`config.mk`:
```
export PLATFORM = sky130hd
export DESIGN_NAME = change_dispenser_flat
export DESIGN_NICKNAME = d
export VERILOG_FILES = /design/src/rtl/change_dispenser_if.sv /design/src/rtl/change_dispenser.sv /design/src/flat_wrapper.sv
export SDC_FILE = /design/constraint.sdc
export NUM_CORES = 1
export LEC_CHECK = 0
export BUFFER_PORTS_ARGS = -buffer_cell sky130_fd_sc_hd__buf_2
export CAP_MARGIN = 5
export CORE_MARGIN = 2
export CORE_UTILIZATION = 50
export CTS_BUF_LIST = sky130_fd_sc_hd__clkbuf_4
export DETAILED_ROUTE_END_ITERATION = 7
export PLACE_DENSITY = 0.7
export SYNTH_ARGS = -nofsm -noshare
export SYNTH_HDL_FRONTEND = slang
export SYNTH_SLANG_ARGS = --single-unit
```
`constraint.sdc`:
```
create_clock -name clk -period 2.9 [get_ports clk]
set_input_delay 0.725 -clock clk [delete_from_list [all_inputs] [get_ports clk]]
set_output_delay 0.725 -clock clk [all_outputs]
set_load 0.05 [all_outputs]
```
`src/rtl/change_dispenser_if.sv`:
```
// Handshake and hopper signals between the vend controller / hoppers and the change dispenser.
// master is the environment side, slave is the dispenser.
interface change_dispenser_if #(
    parameter int unsigned CREDIT_W = 8
) ();
    logic                start;
    logic [CREDIT_W-1:0] amount;
    logic                empty5;
    logic                empty2;
    logic                empty1;
    logic                coin_sense;
    logic                busy;
    logic                eject5;
    logic                eject2;
    logic                eject1;
    logic                done;
    logic [CREDIT_W-1:0] shortfall;
    logic                err;

    modport master (
        output start, amount, empty5, empty2, empty1, coin_sense,
        input  busy, eject5, eject2, eject1, done, shortfall, err
    );

    modport slave (
        input  start, amount, empty5, empty2, empty1, coin_sense,
        output busy, eject5, eject2, eject1, done, shortfall, err
    );
endinterface

```
`src/rtl/change_dispenser.sv`:
```
// Greedy $5/$2/$1 coin payout sequencer: one eject pulse per coin, confirmed by the drop sensor,
// skipping empty or unresponsive hoppers and reporting the undispensed shortfall.
module change_dispenser #(
    parameter int unsigned CREDIT_W     = 8,
    parameter int unsigned PULSE_CYCLES = 4,
    parameter int unsigned GAP_CYCLES   = 4,
    parameter int unsigned ACK_TIMEOUT  = 255
) (
    input logic              clk,
    input logic              rst,
    change_dispenser_if.slave bus
);
    localparam int unsigned MaxPg  = (PULSE_CYCLES > GAP_CYCLES) ? PULSE_CYCLES : GAP_CYCLES;
    localparam int unsigned CntMax = (MaxPg > ACK_TIMEOUT) ? MaxPg : ACK_TIMEOUT;
    localparam int unsigned CntW   = $clog2(CntMax + 1);

    typedef enum logic [2:0] {StIdle, StSelect, StEject, StWaitSense, StGap, StDone} state_e;

    state_e              state_q, state_d;
    logic [CREDIT_W-1:0] rem_q, rem_d;
    logic [2:0]          den_q, den_d;     // one-hot {5, 2, 1}
    logic [2:0]          fault_q, fault_d; // one-hot {f5, f2, f1}
    logic [CntW-1:0]     cnt_q, cnt_d;
    logic                sensed_q, sensed_d;
    logic                busy_q, done_q, err_q;
    logic [2:0]          eject_q;
    logic [CREDIT_W-1:0] shortfall_q;
    logic                busy_d, done_d, err_d;
    logic [2:0]          eject_d;
    logic [CREDIT_W-1:0] shortfall_d;
    logic [CREDIT_W-1:0] den_val;
    logic [2:0]          elig;

    always_comb begin
        den_val = '0;
        if (den_q[2]) begin
            den_val = CREDIT_W'(5);
        end else if (den_q[1]) begin
            den_val = CREDIT_W'(2);
        end else if (den_q[0]) begin
            den_val = CREDIT_W'(1);
        end
    end

    assign elig[2] = (rem_q >= CREDIT_W'(5)) && !bus.empty5 && !fault_q[2];
    assign elig[1] = (rem_q >= CREDIT_W'(2)) && !bus.empty2 && !fault_q[1];
    assign elig[0] = (rem_q >= CREDIT_W'(1)) && !bus.empty1 && !fault_q[0];

    always_comb begin
        state_d  = state_q;
        rem_d    = rem_q;
        den_d    = den_q;
        fault_d  = fault_q;
        cnt_d    = cnt_q;
        sensed_d = sensed_q;
        unique case (state_q)
            StIdle: begin
                if (bus.start) begin
                    rem_d   = bus.amount;
                    fault_d = '0;
                    state_d = StSelect;
                end
            end
            StSelect: begin
                cnt_d    = '0;
                sensed_d = 1'b0;
                state_d  = StEject;
                if (elig[2]) begin
                    den_d = 3'b100;
                end else if (elig[1]) begin
                    den_d = 3'b010;
                end else if (elig[0]) begin
                    den_d = 3'b001;
                end else begin
                    state_d = StDone;
                end
            end
            StEject: begin
                if (bus.coin_sense) begin
                    sensed_d = 1'b1;
                end
                if (cnt_q == CntW'(PULSE_CYCLES - 1)) begin
                    cnt_d = '0;
                    // A sense in the final pulse cycle counts as seen during the pulse.
                    if (sensed_q || bus.coin_sense) begin
                        rem_d   = rem_q - den_val;
                        state_d = StGap;
                    end else begin
                        state_d = StWaitSense;
                    end
                end else begin
                    cnt_d = cnt_q + 1'b1;
                end
            end
            StWaitSense: begin
                if (bus.coin_sense) begin
                    rem_d   = rem_q - den_val;
                    cnt_d   = '0;
                    state_d = StGap;
                end else if (cnt_q == CntW'(ACK_TIMEOUT - 1)) begin
                    fault_d = fault_q | den_q;
                    cnt_d   = '0;
                    state_d = StGap;
                end else begin
                    cnt_d = cnt_q + 1'b1;
                end
            end
            StGap: begin
                if (cnt_q == CntW'(GAP_CYCLES - 1)) begin
                    state_d = StSelect;
                end else begin
                    cnt_d = cnt_q + 1'b1;
                end
            end
            StDone: begin
                state_d = StIdle;
            end
            default: begin
                state_d = StIdle;
            end
        endcase
    end

    // Outputs are decoded from the next state so they are registered and aligned with the state.
    always_comb begin
        busy_d      = (state_d != StIdle);
        eject_d     = (state_d == StEject) ? den_d : 3'b000;
        done_d      = (state_d == StDone);
        err_d       = done_d && (rem_d != '0);
        shortfall_d = done_d ? rem_d : shortfall_q;
    end

    always_ff @(posedge clk or negedge rst) begin
        if (!rst) begin
            state_q     <= StIdle;
            rem_q       <= '0;
            den_q       <= '0;
            fault_q     <= '0;
            cnt_q       <= '0;
            sensed_q    <= 1'b0;
            busy_q      <= 1'b0;
            eject_q     <= '0;
            done_q      <= 1'b0;
            err_q       <= 1'b0;
            shortfall_q <= '0;
        end else begin
            state_q     <= state_d;
            rem_q       <= rem_d;
            den_q       <= den_d;
            fault_q     <= fault_d;
            cnt_q       <= cnt_d;
            sensed_q    <= sensed_d;
            busy_q      <= busy_d;
            eject_q     <= eject_d;
            done_q      <= done_d;
            err_q       <= err_d;
            shortfall_q <= shortfall_d;
        end
    end

    assign bus.busy      = busy_q;
    assign bus.eject5    = eject_q[2];
    assign bus.eject2    = eject_q[1];
    assign bus.eject1    = eject_q[0];
    assign bus.done      = done_q;
    assign bus.err       = err_q;
    assign bus.shortfall = shortfall_q;
endmodule

```
`src/flat_wrapper.sv`:
```
// flat-port wrapper written by rule: the top's interface ports become plain ports
module change_dispenser_flat 
#(
    parameter int unsigned CREDIT_W     = 8,
    parameter int unsigned PULSE_CYCLES = 4,
    parameter int unsigned GAP_CYCLES   = 4,
    parameter int unsigned ACK_TIMEOUT  = 255
)
  (clk, rst, bus_start, bus_amount, bus_empty5, bus_empty2, bus_empty1, bus_coin_sense, bus_busy, bus_eject5, bus_eject2, bus_eject1, bus_done, bus_shortfall, bus_err);
  change_dispenser_if #(.CREDIT_W(CREDIT_W)) bus_i ();
  input logic clk;
  input logic rst;
  input wire logic [$bits(bus_i.start)-1:0] bus_start;
  input wire logic [$bits(bus_i.amount)-1:0] bus_amount;
  input wire logic [$bits(bus_i.empty5)-1:0] bus_empty5;
  input wire logic [$bits(bus_i.empty2)-1:0] bus_empty2;
  input wire logic [$bits(bus_i.empty1)-1:0] bus_empty1;
  input wire logic [$bits(bus_i.coin_sense)-1:0] bus_coin_sense;
  output wire logic [$bits(bus_i.busy)-1:0] bus_busy;
  output wire logic [$bits(bus_i.eject5)-1:0] bus_eject5;
  output wire logic [$bits(bus_i.eject2)-1:0] bus_eject2;
  output wire logic [$bits(bus_i.eject1)-1:0] bus_eject1;
  output wire logic [$bits(bus_i.done)-1:0] bus_done;
  output wire logic [$bits(bus_i.shortfall)-1:0] bus_shortfall;
  output wire logic [$bits(bus_i.err)-1:0] bus_err;
  assign bus_i.start = bus_start;
  assign bus_i.amount = bus_amount;
  assign bus_i.empty5 = bus_empty5;
  assign bus_i.empty2 = bus_empty2;
  assign bus_i.empty1 = bus_empty1;
  assign bus_i.coin_sense = bus_coin_sense;
  assign bus_busy = bus_i.busy;
  assign bus_eject5 = bus_i.eject5;
  assign bus_eject2 = bus_i.eject2;
  assign bus_eject1 = bus_i.eject1;
  assign bus_done = bus_i.done;
  assign bus_shortfall = bus_i.shortfall;
  assign bus_err = bus_i.err;
  change_dispenser #(.CREDIT_W(CREDIT_W), .PULSE_CYCLES(PULSE_CYCLES), .GAP_CYCLES(GAP_CYCLES), .ACK_TIMEOUT(ACK_TIMEOUT)) u_core (.clk(clk), .rst(rst), .bus(bus_i));
endmodule
```
==> key figures <==
Worst setup path
  – R2r startpoint: u_core.den_q[1]
  – Reg-to-Reg End: u_core.bus.err
  – Critical-path cell list: inv_1 -> a21o_1 -> ha_1 -> inv_1 -> fa_1 -> xnor2_1 -> and3b_1 -> o2bb2ai_1 -> or4b_1 -> o41a_1
  – Worst setup EP type: flop
  – Crit path required time: 3150 ps
  – Largest delay share family, worst path: simple AND/OR/NAND/NOR gates
  – R2R Setup Slk: 220 ps
  – Slowest CP cell: or4b_1
  – CP peak stage delay: 460 ps
  – Most numerous cell on the critical path: inv_1
  – Kind of critical path: flop to flop
  – Worst Path Max Fanout: 3
  – Crit path buffers/inverters: 2
  – Worst setup SP type: flop
  – CP arrival: 2930 ps
  – R2R cell count: 10

Run
  – Maxcap violations: 0

Place
  – Post-Place Cell Area: 2530 µm²
  – Placed wire-length estimate: 3940 µm
  – Placed cell count: 323
  – Final GP Congestion: 0.939
  – # port buffers: 28

Die
  – Floorplan row count: 24
  – Initial Util: 52.6%
  – Ports: 29
  – Core ar.: 4410 µm²
  – Die area: 5200 µm²
  – Die Width: 72.1 µm
  – Chip Height: 72.1 µm

Synth
  – Area fraction of the dominant cell type after synthesis: 43.1%
  – Post-synth top flop: dfrtp_1
  – Post-synth EDFFs: 0
  – Synthesis-stage register bit count: 40
  – Top cell type by total area after synthesis: dfrtp_1
  – Syn nets: 266
  – Count of different cell masters after synthesis: 62
  – Register area share after synthesis: 43.1%
  – Syn avg cell area: 9.51 µm²
  – Synth area leaders: dfrtp_1 43%, a21oi_1 4.1%, o21ai_0 3.5%, ha_1 3.2%, nand2_1 3.1%
  – Mapped cell area: 2320 µm²
  – Synthesis Warnings: 0
  – Cells after Synth: 244
  – Async SR Flop Fraction: 100%

Clocking
  – CTS Buf Count: 5
  – CTS tree: yes
  – Clk slew on worst S/H paths: 120 ps
  – Post-cts sizing count: 0
  – Post-CTS setup repair buffer count: 0
  – Worst-skew pair later-pin latency: 350 ps
  – Post-cts hold buffer count: 0
  – # H-tree levels: 2
  – CTS max path bufs: 2
  – Num Clock Sinks: 40
  – Root buffer cell: clkbuf_4

Global routing
  – Largest net degree at the start of global routing: 41
  – Initial antenna violation count: 0
  – Overflow after GRT: 0
  – Number of global-route vias before repair: 1851
  – First-pass GRT wire length: 8830 µm
  – GRT Resource Usage Total: 21.9%

Power
  – Worst VDD drop: 0.643 mV
  – P_leak: 1.23 nW
  – Pwr Density: 1240 nW/µm²

Route
  – Via count: 1960
  – First drt pass iteration count: 4
  – Final wirelength: 5270 µm
  – Vias per std cell: 5.92
  – DRC Markers: 0
  – Post-route ant nets: 0
  – Drt initial violations: 97
  – WL/cell: 15.9 µm

STA
  – F_max: 373 MHz
  – Worst Tran Pin Value: 868 ps
  – # setup viols final: 0
  – Normalized max-slew margin: 42.1%
  – Final Max Tran Viols: 0
  – Fin crit period: 2680 ps
  – Hold WS: 473 ps
  – RSZ-0062 raised after global routing: no
  – Tcrit/Tclk final: 92.4%
  – Final hold vios: 0
  – Setup skew after layout: 7.59 ps
  – TNS Setup: 0 ps

Final layout
  – Area grow syn2layout: 12.6%
  – Layout cells sized above 1: 22.2%
  – Nets: 300
  – N_diodes: 0
  – Post-route cell area: 2610 µm²
  – Final cell count without fillers: 331

Status
  – Status: complete, no violations

Worst hold path
  – HP Class: input port to async pin
[kinds of logic after synthesis]
family / count (synthesis) / share of synthesized area [%]
xor+xnor: 1 / 0.377
buf+inv: 24 / 5.01
mux: 9 / 4.15
compound gates: 74 / 22.0
fa+ha+maj: 7 / 4.10
flops: 40 / 43.1
simple gates: 89 / 21.2
[worst max path at each step]
stage,cells past startpoint,slack [ps],start,endpoint
floorplan,7,410,u_core.cnt_q[0],u_core.bus.err
global placement,6,230,bus_coin_sense,u_core.bus.err
detailed placement,6,180,bus_coin_sense,u_core.bus.err
CTS,7,220,u_core.cnt_q[0],u_core.bus.err
global route,10,70,u_core.den_q[1],u_core.bus.err
finish,10,220,u_core.den_q[1],u_core.bus.err
[Yosys cell counts, drive strengths merged (4+ instances only)]
cell type and count:
dfrtp 40, nand2 20, a21oi 19, nor2 18
o21ai 17, inv 15, nor3 8, nand2b 7
a22o 6, ha 6, nand3 6, buf 5
mux2 5, nor2b 5, mux2i 4, nor4 4
or2 4
[layout make-up]
class                           instances  area, µm²
Clock inverter                          2       35.0
Tap cell                               52       65.1
Multi-Input combinational cell        180       1210
Fill cell                             387       1800
Inverter                               16       65.1
Timing Repair Buffer                   35        193
Sequential cell                        40       1000
Clock buffer                            6       45.0
[metal layers]
layer	up-vias	share of wire (%)	global-route usage, %
li1	964	-	-
met1	929	45	29.5
met2	62	48	35.0
met3	5	5.7	4.44
met4	0	1.2	7.97
met5	-	0	0
[state kept, by name, summed over array words and instances (netlist names), 3 cells and up]
signal / count
u_core.bus.shortfall: 8
u_core.cnt_q: 8
u_core.rem_q: 8
u_core.den_q: 3
u_core.eject_q: 3
u_core.fault_q: 3
u_core.state_q: 3
[power breakdown]
part / leakage, nW / internal (mW) / switching, mW
Sequential: 0.505 / 0.783 / 0.234
Combinational: 0.684 / 0.701 / 1.14
Clock: 0.0456 / 0.190 / 0.186
Total: 1.23 / 1.67 / 1.56
[cells in the final DEF, fill, tap and decap left out, drive strengths merged, types with 3 or more instances in the layout]
cell type and n:
clkbuf 6, mux2 5, nor3 8, o21a 3
or2 4, dfrtp 40, nor2b 5, buf 35
inv 15, nand2 20, ha 6, a22o 6
mux2i 4, nand3 6, o22ai 3, o21ai 17
nor4 4, nand2b 7, and2 3, a221o 3
nor2 18, or3 3, a21oi 19
[stage by stage]
step,worst slack (ps),util (%),power (mW)
after CTS,221,59.2,3.23
after global routing,65.2,59.2,3.48
after floorplan,410,-,2.38
final,219,59.2,3.23
after detailed placement,184,57.4,2.85
after global placement,233,57.4,2.82
Note: power is estimated with default switching activity, not from simulation.
